### src/rtl/apb_requester_if.sv
`default_nettype none
// ============================================================================
// Module      : apb_requester_if
// Description : Command/response handshake and APB bus bundle for apb_requester.
// Revision    : 1.0 - initial release
// ============================================================================
interface apb_requester_if #(
    parameter int ADDWIDTH  = 8,
    parameter int DATAWIDTH = 32
);
    // Local controller command side
    logic                   cmd_valid;
    logic                   cmd_ready;
    logic                   cmd_write;
    logic [ADDWIDTH-1:0]    cmd_addr;
    logic [DATAWIDTH-1:0]   cmd_wdata;
    logic [DATAWIDTH/8-1:0] cmd_strb;

    // Response pulse
    logic                   rsp_valid;
    logic [DATAWIDTH-1:0]   rsp_rdata;
    logic                   rsp_error;

    // APB bus
    logic                   PSEL;
    logic                   PENABLE;
    logic                   PWRITE;
    logic [ADDWIDTH-1:0]    PADDR;
    logic [DATAWIDTH-1:0]   PWDATA;
    logic [DATAWIDTH/8-1:0] PSTRB;
    logic [DATAWIDTH-1:0]   PRDATA;
    logic                   PREADY;

    modport master (
        input  cmd_valid, cmd_write, cmd_addr, cmd_wdata, cmd_strb,
        input  PRDATA, PREADY,
        output cmd_ready, rsp_valid, rsp_rdata, rsp_error,
        output PSEL, PENABLE, PWRITE, PADDR, PWDATA, PSTRB
    );

    modport slave (
        output cmd_valid, cmd_write, cmd_addr, cmd_wdata, cmd_strb,
        output PRDATA, PREADY,
        input  cmd_ready, rsp_valid, rsp_rdata, rsp_error,
        input  PSEL, PENABLE, PWRITE, PADDR, PWDATA, PSTRB
    );
endinterface
`default_nettype wire

### src/rtl/apb_requester.sv
`default_nettype none
// ============================================================================
// Module      : apb_requester
// Description : APB initiator; one APB transfer per valid/ready command,
//               one-cycle response pulse, PREADY wait-state timeout.
// Revision    : 1.0 - initial release
// ============================================================================
module apb_requester #(
    parameter int ADDWIDTH       = 8,
    parameter int DATAWIDTH      = 32,
    parameter int TIMEOUT_CYCLES = 16
) (
    input  logic          PCLK,
    input  logic          PRESET,
    apb_requester_if.master bus
);

    localparam int c_STRBW  = DATAWIDTH / 8;
    localparam int c_CNT_W  = (TIMEOUT_CYCLES > 0) ? $clog2(TIMEOUT_CYCLES + 1) : 1;
    localparam bit c_TO_EN  = (TIMEOUT_CYCLES > 0);

    // Abort fires on the edge where the count would reach the limit.
    localparam logic [c_CNT_W-1:0] c_TO_LAST =
        c_CNT_W'((TIMEOUT_CYCLES > 0) ? TIMEOUT_CYCLES - 1 : 0);
    localparam logic [c_CNT_W-1:0] c_CNT_MAX = '1;

    localparam logic [1:0] c_IDLE   = 2'd0;
    localparam logic [1:0] c_SETUP  = 2'd1;
    localparam logic [1:0] c_ACCESS = 2'd2;

    logic [1:0]             r_state;
    logic [c_CNT_W-1:0]     r_wait_cnt;
    logic                   r_cmd_ready;
    logic                   r_rsp_valid;
    logic [DATAWIDTH-1:0]   r_rsp_rdata;
    logic                   r_rsp_error;
    logic                   r_psel;
    logic                   r_penable;
    logic                   r_pwrite;
    logic [ADDWIDTH-1:0]    r_paddr;
    logic [DATAWIDTH-1:0]   r_pwdata;
    logic [c_STRBW-1:0]     r_pstrb;

    logic                   w_accept;
    logic                   w_timeout;

    assign w_accept  = bus.cmd_valid && r_cmd_ready && (r_state == c_IDLE);
    assign w_timeout = c_TO_EN && (r_wait_cnt == c_TO_LAST);

    always_ff @(posedge PCLK) begin
        if (PRESET) begin
            r_state     <= c_IDLE;
            r_wait_cnt  <= '0;
            r_cmd_ready <= 1'b1;
            r_rsp_valid <= 1'b0;
            r_rsp_rdata <= '0;
            r_rsp_error <= 1'b0;
            r_psel      <= 1'b0;
            r_penable   <= 1'b0;
            r_pwrite    <= 1'b0;
            r_paddr     <= '0;
            r_pwdata    <= '0;
            r_pstrb     <= '0;
        end else begin
            r_rsp_valid <= 1'b0;
            case (r_state)
                c_IDLE: begin
                    if (w_accept) begin
                        r_pwrite    <= bus.cmd_write;
                        r_paddr     <= bus.cmd_addr;
                        r_pwdata    <= bus.cmd_wdata;
                        r_pstrb     <= bus.cmd_write ? bus.cmd_strb : '0;
                        r_psel      <= 1'b1;
                        r_cmd_ready <= 1'b0;
                        r_wait_cnt  <= '0;
                        r_state     <= c_SETUP;
                    end
                end
                c_SETUP: begin
                    r_penable <= 1'b1;
                    r_state   <= c_ACCESS;
                end
                c_ACCESS: begin
                    // PREADY takes priority over a simultaneous timeout.
                    if (bus.PREADY) begin
                        r_rsp_valid <= 1'b1;
                        r_rsp_error <= 1'b0;
                        r_rsp_rdata <= r_pwrite ? '0 : bus.PRDATA;
                        r_psel      <= 1'b0;
                        r_penable   <= 1'b0;
                        r_cmd_ready <= 1'b1;
                        r_state     <= c_IDLE;
                    end else if (w_timeout) begin
                        r_rsp_valid <= 1'b1;
                        r_rsp_error <= 1'b1;
                        r_rsp_rdata <= '0;
                        r_psel      <= 1'b0;
                        r_penable   <= 1'b0;
                        r_cmd_ready <= 1'b1;
                        r_state     <= c_IDLE;
                    end else if (r_wait_cnt != c_CNT_MAX) begin
                        r_wait_cnt <= r_wait_cnt + c_CNT_W'(1);
                    end
                end
                default: begin
                    r_psel      <= 1'b0;
                    r_penable   <= 1'b0;
                    r_cmd_ready <= 1'b1;
                    r_state     <= c_IDLE;
                end
            endcase
        end
    end

    assign bus.cmd_ready = r_cmd_ready;
    assign bus.rsp_valid = r_rsp_valid;
    assign bus.rsp_rdata = r_rsp_rdata;
    assign bus.rsp_error = r_rsp_error;
    assign bus.PSEL      = r_psel;
    assign bus.PENABLE   = r_penable;
    assign bus.PWRITE    = r_pwrite;
    assign bus.PADDR     = r_paddr;
    assign bus.PWDATA    = r_pwdata;
    assign bus.PSTRB     = r_pstrb;

endmodule
`default_nettype wire

### src/flat_wrapper.sv
// flat-port wrapper written by rule: the top's interface ports become plain ports
module apb_requester_flat 
#(
    parameter int ADDWIDTH       = 8,
    parameter int DATAWIDTH      = 32,
    parameter int TIMEOUT_CYCLES = 16
)
  (PCLK, PRESET, bus_cmd_valid, bus_cmd_write, bus_cmd_addr, bus_cmd_wdata, bus_cmd_strb, bus_PRDATA, bus_PREADY, bus_cmd_ready, bus_rsp_valid, bus_rsp_rdata, bus_rsp_error, bus_PSEL, bus_PENABLE, bus_PWRITE, bus_PADDR, bus_PWDATA, bus_PSTRB);
  apb_requester_if #(.ADDWIDTH(ADDWIDTH), .DATAWIDTH(DATAWIDTH)) bus_i ();
  input  logic PCLK;
  input  logic PRESET;
  input wire logic [$bits(bus_i.cmd_valid)-1:0] bus_cmd_valid;
  input wire logic [$bits(bus_i.cmd_write)-1:0] bus_cmd_write;
  input wire logic [$bits(bus_i.cmd_addr)-1:0] bus_cmd_addr;
  input wire logic [$bits(bus_i.cmd_wdata)-1:0] bus_cmd_wdata;
  input wire logic [$bits(bus_i.cmd_strb)-1:0] bus_cmd_strb;
  input wire logic [$bits(bus_i.PRDATA)-1:0] bus_PRDATA;
  input wire logic [$bits(bus_i.PREADY)-1:0] bus_PREADY;
  output wire logic [$bits(bus_i.cmd_ready)-1:0] bus_cmd_ready;
  output wire logic [$bits(bus_i.rsp_valid)-1:0] bus_rsp_valid;
  output wire logic [$bits(bus_i.rsp_rdata)-1:0] bus_rsp_rdata;
  output wire logic [$bits(bus_i.rsp_error)-1:0] bus_rsp_error;
  output wire logic [$bits(bus_i.PSEL)-1:0] bus_PSEL;
  output wire logic [$bits(bus_i.PENABLE)-1:0] bus_PENABLE;
  output wire logic [$bits(bus_i.PWRITE)-1:0] bus_PWRITE;
  output wire logic [$bits(bus_i.PADDR)-1:0] bus_PADDR;
  output wire logic [$bits(bus_i.PWDATA)-1:0] bus_PWDATA;
  output wire logic [$bits(bus_i.PSTRB)-1:0] bus_PSTRB;
  assign bus_i.cmd_valid = bus_cmd_valid;
  assign bus_i.cmd_write = bus_cmd_write;
  assign bus_i.cmd_addr = bus_cmd_addr;
  assign bus_i.cmd_wdata = bus_cmd_wdata;
  assign bus_i.cmd_strb = bus_cmd_strb;
  assign bus_i.PRDATA = bus_PRDATA;
  assign bus_i.PREADY = bus_PREADY;
  assign bus_cmd_ready = bus_i.cmd_ready;
  assign bus_rsp_valid = bus_i.rsp_valid;
  assign bus_rsp_rdata = bus_i.rsp_rdata;
  assign bus_rsp_error = bus_i.rsp_error;
  assign bus_PSEL = bus_i.PSEL;
  assign bus_PENABLE = bus_i.PENABLE;
  assign bus_PWRITE = bus_i.PWRITE;
  assign bus_PADDR = bus_i.PADDR;
  assign bus_PWDATA = bus_i.PWDATA;
  assign bus_PSTRB = bus_i.PSTRB;
  apb_requester #(.ADDWIDTH(ADDWIDTH), .DATAWIDTH(DATAWIDTH), .TIMEOUT_CYCLES(TIMEOUT_CYCLES)) u_core (.PCLK(PCLK), .PRESET(PRESET), .bus(bus_i));
endmodule
### config.mk
export PLATFORM = sky130hd
export DESIGN_NAME = apb_requester_flat
export DESIGN_NICKNAME = d
export VERILOG_FILES = /design/src/rtl/apb_requester_if.sv /design/src/rtl/apb_requester.sv /design/src/flat_wrapper.sv
export SDC_FILE = /design/constraint.sdc
export NUM_CORES = 1
export LEC_CHECK = 0
export BUFFER_PORTS_ARGS = -buffer_cell sky130_fd_sc_hd__buf_2
export CAP_MARGIN = 20
export CORE_MARGIN = 2
export CORE_UTILIZATION = 49
export CTS_CLUSTER_DIAMETER = 50
export DETAILED_ROUTE_END_ITERATION = 16
export MAX_ROUTING_LAYER = met4
export PLACE_DENSITY = 0.85
export REMOVE_ABC_BUFFERS = 1
export SLEW_MARGIN = 20
export SYNTH_ARGS = -nofsm -noshare
export SYNTH_HDL_FRONTEND = slang
export SYNTH_SLANG_ARGS = --single-unit
### constraint.sdc
create_clock -name PCLK -period 6.5 [get_ports PCLK]
set_clock_uncertainty 0.1 [all_clocks]
set_input_delay 0.325 -clock PCLK [delete_from_list [all_inputs] [get_ports PCLK]]
set_output_delay 0.325 -clock PCLK [all_outputs]
set_load 0.005 [all_outputs]
==> metrics.csv <==
metric;value;unit
status;finished, final reports clean;
cp.required;6.66;ns
initial_core_util;0.5069;
path_clk_slew;0.08;ns
grt_max_degree;90;
grt_pass1_vias;3162;
grt_overflow_total;0;
die_area;7272;µm²
place_congestion;0.7628;
r2r_end;u_core.r_wait_cnt[3];
synth-seq-cells;89;
clock_sinks;89;
synthCells;400;
cts_tree;built;
vias_per_cell;5.192;
rows;29;
min-delay-start;bus_PRDATA[10];
crit_chain;ha_1 -> and3_1 -> ha_1 -> or3_1 -> or4_1 -> a31oi_1;
synth.distinct_cells;28;
drc_errors;0;
grtUsageTotal;0.2382;
fin_nets;629;
core_area;6386;µm²
finalCriticalPeriod;2.381;ns
hold_class;input port to register;
min_to;u_core.bus.rsp_rdata[10];
die_y;85.28;µm
wl_per_cell;13.52;µm
dieWidth;85.28;µm
areaGrowthSynthToFinish;31.23;%
grt_antenna_before_repair;0;
fmax;420.0;MHz
ff2ff_setup_slack;4.12;ns
first_pass_iters;4;
syn_avg_cell_area;8.092;µm²
peakVddDrop;0.0001771;V
place_hpwl;5713;µm
power_density;258.1;nW/µm²
yosysSeqAreaShare;0.5504;
endpoint_kind;register;
post-cts-setup-buffers;0;
hold_viol;0;
setup_violations;0;
cts_resized;0;
final_area;4248;µm²
drive_gt1_frac;0.3315;
htreeDepth;3;
crit_top_cell;ha_1;
critical_path.slowest_cell;or4_1;
max_cap_viol_count;0;
slowest_delay;0.52;ns
p_leak;1.912;nW
register_area;1782;µm²
place_area;4070;µm²
clockBufferDepth;2;
mostFrequentLayoutCells;162 x buf_2, 118 x nand2_1, 89 x dfxtp_1;
ff2ff_path_depth;6;
grt_pass1_wl;13630;µm
max_slew_margin;0.3297;
period_share;0.3663;
crit_arrival;2.54;ns
min_path_cells;3;
tns;0;ns
drtIter0Drc;161;
netlist_area;3237;µm²
grt_setup_unrepaired;false;
ioPinCount;163;
start_kind;register;
synth-warning-count;0;
cts-root-buf;clkbuf_8;
cts_hold_buf;0;
num_vias;3250;
drv_slew;0;
cts_made_buffers;9;
crit_type;register to register;
multiInputGateArea;1336;µm²
n_fill_cell;577;
drtAntennaViolNets;0;
port_buffers;162;
insertion_delay;0.34;ns
critical_path.max_fanout;8;
antenna_cells;0;
final_util;0.6652;
reg2reg_from;u_core.r_wait_cnt[0];
final_common_cell;buf_2;
wl;8464;µm
holdWs;0.1066;ns
tightestPinTransition;1.005;ns
flip-flops by register name, summed over array words and instances (netlist names):
signal,cells
u_core.bus.PWDATA,32
u_core.bus.rsp_rdata,32
u_core.bus.PADDR,8
u_core.r_wait_cnt,5
u_core.bus.PSTRB,4
u_core.r_state,2
u_core.bus.PENABLE,1
u_core.bus.PSEL,1
u_core.bus.PWRITE,1
u_core.bus.cmd_ready,1
u_core.bus.rsp_error,1
u_core.bus.rsp_valid,1
cell usage after synthesis, drive strengths merged:
master	instances	area share
o211ai	6	0.014
o31ai	1	0.0023
a31oi	2	0.0039
nand4bb	1	0.0035
dfxtp	89	0.55
or4	1	0.0023
nand2b	2	0.0039
nand4	1	0.0019
nor4bb	1	0.0031
buf	8	0.012
nor3	3	0.0046
nor2	5	0.0058
and4bb	1	0.0039
a211oi	1	0.0023
nand3	5	0.0077
nor2b	2	0.0039
o2111ai	1	0.0027
o31a	1	0.0027
clkbuf	25	0.029
and3	1	0.0019
a21oi	83	0.13
inv	2	0.0023
o21ai	33	0.051
or3	3	0.0058
a211o	1	0.0027
nand2	118	0.14
ha	3	0.012
per-stage QoR:
stage / setup WS (ns) / cells / total power, W
2_1_floorplan: 3.363 / 367 / 0.0006686
3_3_place_gp: 4.271 / 611 / 0.0007478
3_5_place_dp: 4.165 / 611 / 0.0007542
4_1_cts: 4.122 / 626 / 0.001104
5_1_grt: 4.034 / 626 / 0.001145
6_report: 4.119 / 626 / 0.001096
logic make-up (layout without fill, tap and decap cells):
family,after synthesis,in the layout,share of synthesized area
AO/OA/AOI/OAI,129,129,0.2099
AND/OR/NAND/NOR,144,144,0.1852
adder cells (fa/ha/maj),3,3,0.01160
flip-flops,89,89,0.5504
buffers and inverters,35,184,0.04291
report_power, final:
| group | switching (W) | leakage (nW) | internal, W |
|---|---|---|---|
| Sequential | 0.0000165 | 0.725 | 0.000575 |
| Combinational | 0.0000867 | 1.10 | 0.0000628 |
| Clock | 0.000179 | 0.0864 | 0.000176 |
critical path, delay by kind of cell, from the launching register on:
family	cells	cell delay [ns]
flip-flops	1	0.35
AND/OR/NAND/NOR	3	1.22
AO/OA/AOI/OAI	1	0.16
adder cells (fa/ha/maj)	2	0.48
final cells by class:
class	instances	share of cell area
Sequential cell	89	0.4194
Clock buffer	12	0.03181
Tap cell	77	0.02268
Inverter	2	0.001767
Clock inverter	3	0.01001
Timing Repair Buffer	167	0.1997
Multi-Input combinational cell	276	0.3146
routing by layer:
metal	track usage	part of all wire
met1	0.2580	0.41
met2	0.4240	0.53
met3	0.03113	0.036
met4	0.1212	0.026
met5	-	0
worst max path at each step:
stage | slack, ns | to | start | cells after the start
2_1_floorplan | 3.36 | u_core.bus.rsp_rdata[0] | u_core.r_state[1] | 3
3_3_place_gp | 4.27 | u_core.r_wait_cnt[3] | u_core.r_wait_cnt[0] | 6
3_5_place_dp | 4.17 | u_core.r_wait_cnt[3] | u_core.r_wait_cnt[0] | 6
4_1_cts | 4.12 | u_core.r_wait_cnt[3] | u_core.r_wait_cnt[0] | 6
5_1_grt | 4.03 | u_core.r_wait_cnt[3] | u_core.r_wait_cnt[0] | 6
6_report | 4.12 | u_core.r_wait_cnt[3] | u_core.r_wait_cnt[0] | 6
Power figures use the tool's default switching activity.
